$ cat config.mk
export PLATFORM = sky130hd
export DESIGN_NAME = regtmp_sched
export DESIGN_NICKNAME = d
export VERILOG_FILES = /design/src/rtl/regtmp_sched.sv
export SDC_FILE = /design/constraint.sdc
export NUM_CORES = 1
export LEC_CHECK = 0
export ABC_AREA = 1
export BUFFER_PORTS_ARGS = -buffer_cell sky130_fd_sc_hd__buf_2
export CAP_MARGIN = 20
export CORE_MARGIN = 2
export CORE_UTILIZATION = 25
export CTS_CLUSTER_SIZE = 40
export DETAILED_ROUTE_END_ITERATION = 12
export SYNTH_ARGS = -nofsm -noshare
export SYNTH_HDL_FRONTEND = slang
export SYNTH_SLANG_ARGS = --single-unit
$ cat constraint.sdc
create_clock -name clock -period 3 [get_ports clock]
set_input_delay 0.75 -clock clock [delete_from_list [all_inputs] [get_ports clock]]
set_output_delay 0.75 -clock clock [all_outputs]
set_load 0.005 [all_outputs]
$ cat src/rtl/regtmp_sched.sv
// regtmp_sched: sequencing controller for the temporary (speculative) register file.
// It allocates entries in circular order, arbitrates two CDB writers onto the single
// write port, and retires entries in order through the commit interface.
// Optional build macro: REGTMP_SCHED_TAG_CHECK_EN. When it is defined, CDB updates
// whose tag lies outside the occupied window are handshaken but not written, and the
// err_stale output pulses for one cycle.
module regtmp_sched #(
  parameter int DEPTH = 32,
  parameter int PTR_W = 5
) (
  input  logic             clock,
  input  logic             reset,
  input  logic             flush,
  // dispatch allocation
  input  logic             alloc_req,
  input  logic [4:0]       alloc_rd,
  input  logic [31:0]      alloc_pc,
  input  logic [1:0]       alloc_type,
  output logic             alloc_ack,
  output logic [PTR_W-1:0] alloc_tag,
  // completion buses
  input  logic             cdb0_req,
  input  logic [PTR_W-1:0] cdb0_tag,
  input  logic [31:0]      cdb0_data,
  output logic             cdb0_gnt,
  input  logic             cdb1_req,
  input  logic [PTR_W-1:0] cdb1_tag,
  input  logic [31:0]      cdb1_data,
  output logic             cdb1_gnt,
  // temp-file ports
  output logic [4:0]       rf_waddr,
  output logic [72:0]      rf_data_in,
  output logic             rf_new_entry,
  output logic             rf_update_entry,
  output logic [4:0]       rf_rd_addr1,
  input  logic [72:0]      rf_data_out1,
  // retire interface
  output logic             commit_valid,
  output logic [4:0]       commit_rd,
  output logic [31:0]      commit_data,
  output logic [31:0]      commit_pc,
  output logic             empty,
  output logic             full
`ifdef REGTMP_SCHED_TAG_CHECK_EN
  ,
  output logic             err_stale
`endif
);

  localparam logic [0:0] ST_RUN   = 1'b0;
  localparam logic [0:0] ST_FLUSH = 1'b1;

  logic [PTR_W-1:0] head_reg, head_next;
  logic [PTR_W-1:0] tail_reg, tail_next;
  logic [PTR_W:0]   count_reg, count_next;
  logic [0:0]       state_reg;
  logic             rr_reg;

  logic             commit_valid_reg;
  logic [4:0]       commit_rd_reg;
  logic [31:0]      commit_data_reg;
  logic [31:0]      commit_pc_reg;

  logic             run_ok;
  logic             cdb_gnt;
  logic             cdb_upd;
  logic             contested;
  logic             commit_fire;
  logic [PTR_W-1:0] cdb_tag_sel;
  logic [31:0]      cdb_data_sel;
  logic [1:0]       unused_type_bits;

  // Nothing is granted, acknowledged or retired while in reset, during a flush
  // cycle, or in the single recovery cycle that follows it.
  assign run_ok = (state_reg == ST_RUN) && !flush && !reset;

  assign empty = (count_reg == '0);
  assign full  = (count_reg == (PTR_W+1)'(DEPTH));

  // Round-robin between the two completion buses; a lone requester always wins.
  assign cdb0_gnt     = run_ok && cdb0_req && (!cdb1_req || !rr_reg);
  assign cdb1_gnt     = run_ok && cdb1_req && (!cdb0_req ||  rr_reg);
  assign cdb_gnt      = cdb0_gnt || cdb1_gnt;
  assign contested    = run_ok && cdb0_req && cdb1_req;
  assign cdb_tag_sel  = cdb1_gnt ? cdb1_tag  : cdb0_tag;
  assign cdb_data_sel = cdb1_gnt ? cdb1_data : cdb0_data;

`ifdef REGTMP_SCHED_TAG_CHECK_EN
  logic [PTR_W-1:0] tag_offset;
  logic             tag_in_window;
  logic             err_stale_reg;

  // Distance from head modulo DEPTH; inside the window when below the occupancy.
  assign tag_offset    = cdb_tag_sel - head_reg;
  assign tag_in_window = ({1'b0, tag_offset} < count_reg);
  assign cdb_upd       = cdb_gnt && tag_in_window;
  assign err_stale     = err_stale_reg;

  // One-cycle pulse for a granted update that targets an unoccupied entry.
  always_ff @(posedge clock) begin
    if (reset) begin
      err_stale_reg <= 1'b0;
    end else begin
      err_stale_reg <= cdb_gnt && !tag_in_window;
    end
  end
`else
  assign cdb_upd = cdb_gnt;
`endif

  // Completion traffic has priority over dispatch on the shared write port.
  assign alloc_ack   = alloc_req && !full && !cdb_gnt && run_ok;
  assign alloc_tag   = tail_reg;
  assign rf_rd_addr1 = 5'(head_reg);

  // The head entry retires once it is both allocated and carries a result.
  assign commit_fire = run_ok && (count_reg != '0) && rf_data_out1[0] && rf_data_out1[1];

  // The instruction type is not part of the retire payload.
  assign unused_type_bits = rf_data_out1[35:34];

  assign head_next  = head_reg + PTR_W'(commit_fire);
  assign tail_next  = tail_reg + PTR_W'(alloc_ack);
  assign count_next = count_reg + (PTR_W+1)'(alloc_ack) - (PTR_W+1)'(commit_fire);

  assign commit_valid = commit_valid_reg;
  assign commit_rd    = commit_rd_reg;
  assign commit_data  = commit_data_reg;
  assign commit_pc    = commit_pc_reg;

  // Single write port: either a result update or a fresh entry, never both.
  always_comb begin
    rf_waddr        = '0;
    rf_data_in      = '0;
    rf_new_entry    = 1'b0;
    rf_update_entry = 1'b0;
    if (cdb_upd) begin
      rf_update_entry = 1'b1;
      rf_waddr        = 5'(cdb_tag_sel);
      rf_data_in      = {5'd0, 32'd0, 2'd0, cdb_data_sel, 1'b1, 1'b0};
    end else if (alloc_ack) begin
      rf_new_entry = 1'b1;
      rf_waddr     = 5'(tail_reg);
      rf_data_in   = {alloc_rd, alloc_pc, alloc_type, 32'd0, 1'b0, 1'b1};
    end
  end

  // Pointers, occupancy, flush FSM and arbitration fairness bit.
  always_ff @(posedge clock) begin
    if (reset) begin
      head_reg  <= '0;
      tail_reg  <= '0;
      count_reg <= '0;
      state_reg <= ST_RUN;
      rr_reg    <= 1'b0;
    end else begin
      state_reg <= flush ? ST_FLUSH : ST_RUN;
      if (contested) begin
        rr_reg <= !rr_reg;
      end
      if (flush) begin
        head_reg  <= '0;
        tail_reg  <= '0;
        count_reg <= '0;
      end else begin
        head_reg  <= head_next;
        tail_reg  <= tail_next;
        count_reg <= count_next;
      end
    end
  end

  // Retire register: captures the head entry fields on the cycle it fires.
  always_ff @(posedge clock) begin
    if (reset) begin
      commit_valid_reg <= 1'b0;
      commit_rd_reg    <= '0;
      commit_data_reg  <= '0;
      commit_pc_reg    <= '0;
    end else begin
      commit_valid_reg <= commit_fire;
      if (commit_fire) begin
        commit_rd_reg   <= rf_data_out1[72:68];
        commit_pc_reg   <= rf_data_out1[67:36];
        commit_data_reg <= rf_data_out1[33:2];
      end
    end
  end

endmodule
==> results.yml <==
power_and_ir_drop:
  sw_frac_of_total: 0.2587
  pwr_density_cell_nw_per_um2: 369.7
  p_comb_frac: 0.147
  clock_power_share: 0.424
  sequentialPowerShare: 0.429
  maximum_vdd_drop_mv: 0.2386
  leakage_power_summed_over_all_cells_nw: 4.450
  switching_power_mw: 0.7099
  p_int_mw: 2.035
setup_path:
  critical-path-top-delay-family: "simple AND/OR/NAND/NOR gates"
  cp_slowest_stage_delay_ps: 280
  worst_path_max_delay_cell: "sky130_fd_sc_hd__nor3_1"
  crit_path_cell_trace: "buf_2 > nor2_4 > nand2_2 > inv_1 > nand2_1 > nand2_2 > buf_4 > nor3_1 > buf_2"
  timing.critical_path.required_ps: 2250
  crit_path_max_fanout: 26
  timing.critical_path.to_type: "output pin"
  critPathLaunchType: "input port"
  r2r-start: "count_reg[3]"
  critPathLaunch: "reset"
  critPathArrivalTime_ps: 2100
  setup.worst_path.class: "input port to output pin"
  timing.critical_path.buf_inv: 4
sta:
  post-route-min-period_ps: 2854
  post-route-period-util: 0.9512
  fin_ws_ps: 146.4
  relSlewSlack: 0.4832
  setup_total_negative_slack_ps: 0
  hold_viol: 0
  max_clock_freq_mhz: 350.4
  grt_setup_unrepaired: "no"
  max_slew.worst_pin.slew_ps: 775.2
  final.setup_skew_ps: 8.655
  report.final.slew_viol_count: 0
  setup_violations: 0
min_path:
  worstHoldPathType: "register to register"
  timing.hold.worst.start: "commit_data[23]"
floorplanning:
  floorplan.rows: 52
  initial_utilization: 0.2530
  num_io_pins: 357
  floorplan.die_area_sq_um: 21430
  core_sq_um: 20040
  die_h_um: 146.4
  floorplan.die.width_um: 146.4
clock_network:
  cts_tree: "yes"
  cts_root_buf: "sky130_fd_sc_hd__clkbuf_16"
  post_cts_hold_buffer_count: 0
  number_of_buffers_between_clock_root_and_the_deepest_sink: 2
  cts_made_buffers: 9
  post_cts_buffers: 0
  worst_setup_hold_path_clk_slew_ps: 70
  insertion_delay_ps: 340
  ctsHtreeMaxLevel: 3
  cts-resized-gates: 0
  clock-sinks: 88
synthesis:
  seq_area_frac_synth: 0.3475
  yosys_most_used_dff: "sky130_fd_sc_hd__dfxtp_1"
  synth_cell_type_count: 23
  synth_cells: 810
  synth-async-reset-ratio: 0
  synth.net_count: 1016
  edff_count_synth: 0
  ys_seq_elements: 88
  syn-mean-instance-area_sq_um: 6.259
  syn_area_sq_um: 5070
  synth.yosys.warnings: 0
cells_and_area:
  nFillCells: 2265
  synthToLayoutAreaGrowth_pct: 46.42
  number_of_nets_in_the_final_layout: 1349
  most_frequent_cells_in_the_layout: "sky130_fd_sc_hd__buf_2, sky130_fd_sc_hd__nand2_1, sky130_fd_sc_hd__nor2_1"
  mostFrequentLayoutCell: "sky130_fd_sc_hd__buf_2"
  share_of_cells_above_drive_strength_1: 0.3467
route:
  initialDrtViolationCount: 176
  number_of_nets_with_antenna_violations_after_routing: 0
  post_drt_wl_per_cell_um: 13.48
  detail_route.drc_violations: 0
  postRouteWirelength_mm: 19.14
  vias_per_cell: 4.275
  routed-via-count: 6070
  detailedRoute.firstPassIterationCount: 4
placement:
  gp_routability_congestion: 0.9219
  buffer_ports.inserted: 354
  detailedPlacementHpwl_mm: 14.71
  worst_slack_at_placement_ps: 101.8
global_route:
  antenna_violations_before_repair: 3
  global_route_wire_length_before_repair_mm: 29.17
  grt_pass1_vias: 5572
  grt_max_degree: 72
  grt.total_usage: 0.1711
  gr-total-overflow: 0
flow_run:
  max_cap_viol_count: 0
status:
  result_of_the_run: "complete, no violations"
[final timing paths]
check                          to  slack (ps)  cells past startpoint
setup / recovery   rf_data_in[60]         150                      9
hold / removal    commit_data[23]         460                      2
setup reg to reg     count_reg[4]         590                     17
hold reg to reg   commit_data[23]         460                      2
[cell usage after synthesis (4+ instances only)]
cell type | count | area share
sky130_fd_sc_hd__nand2_1 | 242 | 0.18
sky130_fd_sc_hd__nor3_1 | 40 | 0.039
sky130_fd_sc_hd__nand3_1 | 14 | 0.014
sky130_fd_sc_hd__dfxtp_1 | 88 | 0.35
sky130_fd_sc_hd__inv_1 | 103 | 0.076
sky130_fd_sc_hd__clkbuf_1 | 21 | 0.016
sky130_fd_sc_hd__nor2_1 | 163 | 0.12
sky130_fd_sc_hd__buf_4 | 13 | 0.019
sky130_fd_sc_hd__nand3b_1 | 69 | 0.10
sky130_fd_sc_hd__buf_2 | 16 | 0.016
sky130_fd_sc_hd__nand4_1 | 4 | 0.0049
sky130_fd_sc_hd__ha_1 | 13 | 0.032
sky130_fd_sc_hd__a21oi_1 | 5 | 0.0049
[area by class of cell]
type	instances	area [sq um]	share of cell area
Antenna cell	2	5.005	0.0006742
Clock buffer	10	239.0	0.03219
Clock inverter	6	67.56	0.009102
Inverter	104	390.4	0.05259
Multi-Input combinational cell	566	2663	0.3587
Sequential cell	88	1762	0.2373
Tap cell	270	337.8	0.04551
Timing Repair Buffer	374	1959	0.2639
[kinds of logic (layout without fill, tap and decap cells)]
group,Yosys count,in the layout,synth area share
AND/OR/NAND/NOR,539,539,0.4709
buffers and inverters,156,494,0.1291
flip-flops,88,88,0.3475
adder cells (fa/ha/maj),14,14,0.03603
AO/OA/AOI/OAI,8,8,0.007896
XOR/XNOR,5,5,0.008639
other,0,2,0
[stage by stage]
| step | area [sq um] | utilization | hold WS [ps] | total power [mW] | cells |
|---|---|---|---|---|---|
| 2_1_floorplan | 5070 | - | 456.6 | 1.392 | 810 |
| 3_3_place_gp | 7112 | 0.3549 | 443.0 | 1.609 | 1402 |
| 3_5_place_dp | 7112 | 0.3549 | 453.6 | 1.611 | 1402 |
| 4_1_cts | 7418 | 0.3702 | 471.6 | 2.801 | 1418 |
| 5_1_grt | 7423 | 0.3704 | 488.0 | 2.878 | 1420 |
| 6_report | 7423 | 0.3704 | 464.6 | 2.745 | 1420 |
[worst min-delay path: stages (launching register included)]
cell                      delay (ps)
sky130_fd_sc_hd__dfxtp_1         320
sky130_fd_sc_hd__nor2_1           50
sky130_fd_sc_hd__nor2_1           60
[power groups by stage]
stage                     logic [mW]  registers (mW)  clock network, mW
final                          0.403            1.18               1.16
after global routing           0.454            1.18               1.25
after CTS                      0.410            1.18               1.21
after floorplan                0.188            1.20                  0
after global placement         0.405            1.20                  0
after detailed placement       0.407            1.20                  0
[per-layer routing]
| layer | GRT usage | wire length (um) | up-vias |
|---|---|---|---|
| met4 | 0.06602 | 459 | 0 |
| met1 | 0.1918 | 7640 | 2699 |
| met3 | 0.05156 | 1584 | 29 |
| met5 | 0 | 0 | - |
| li1 | - | - | 3110 |
| met2 | 0.3047 | 9458 | 232 |
Note: power is estimated with default switching activity, not from simulation.
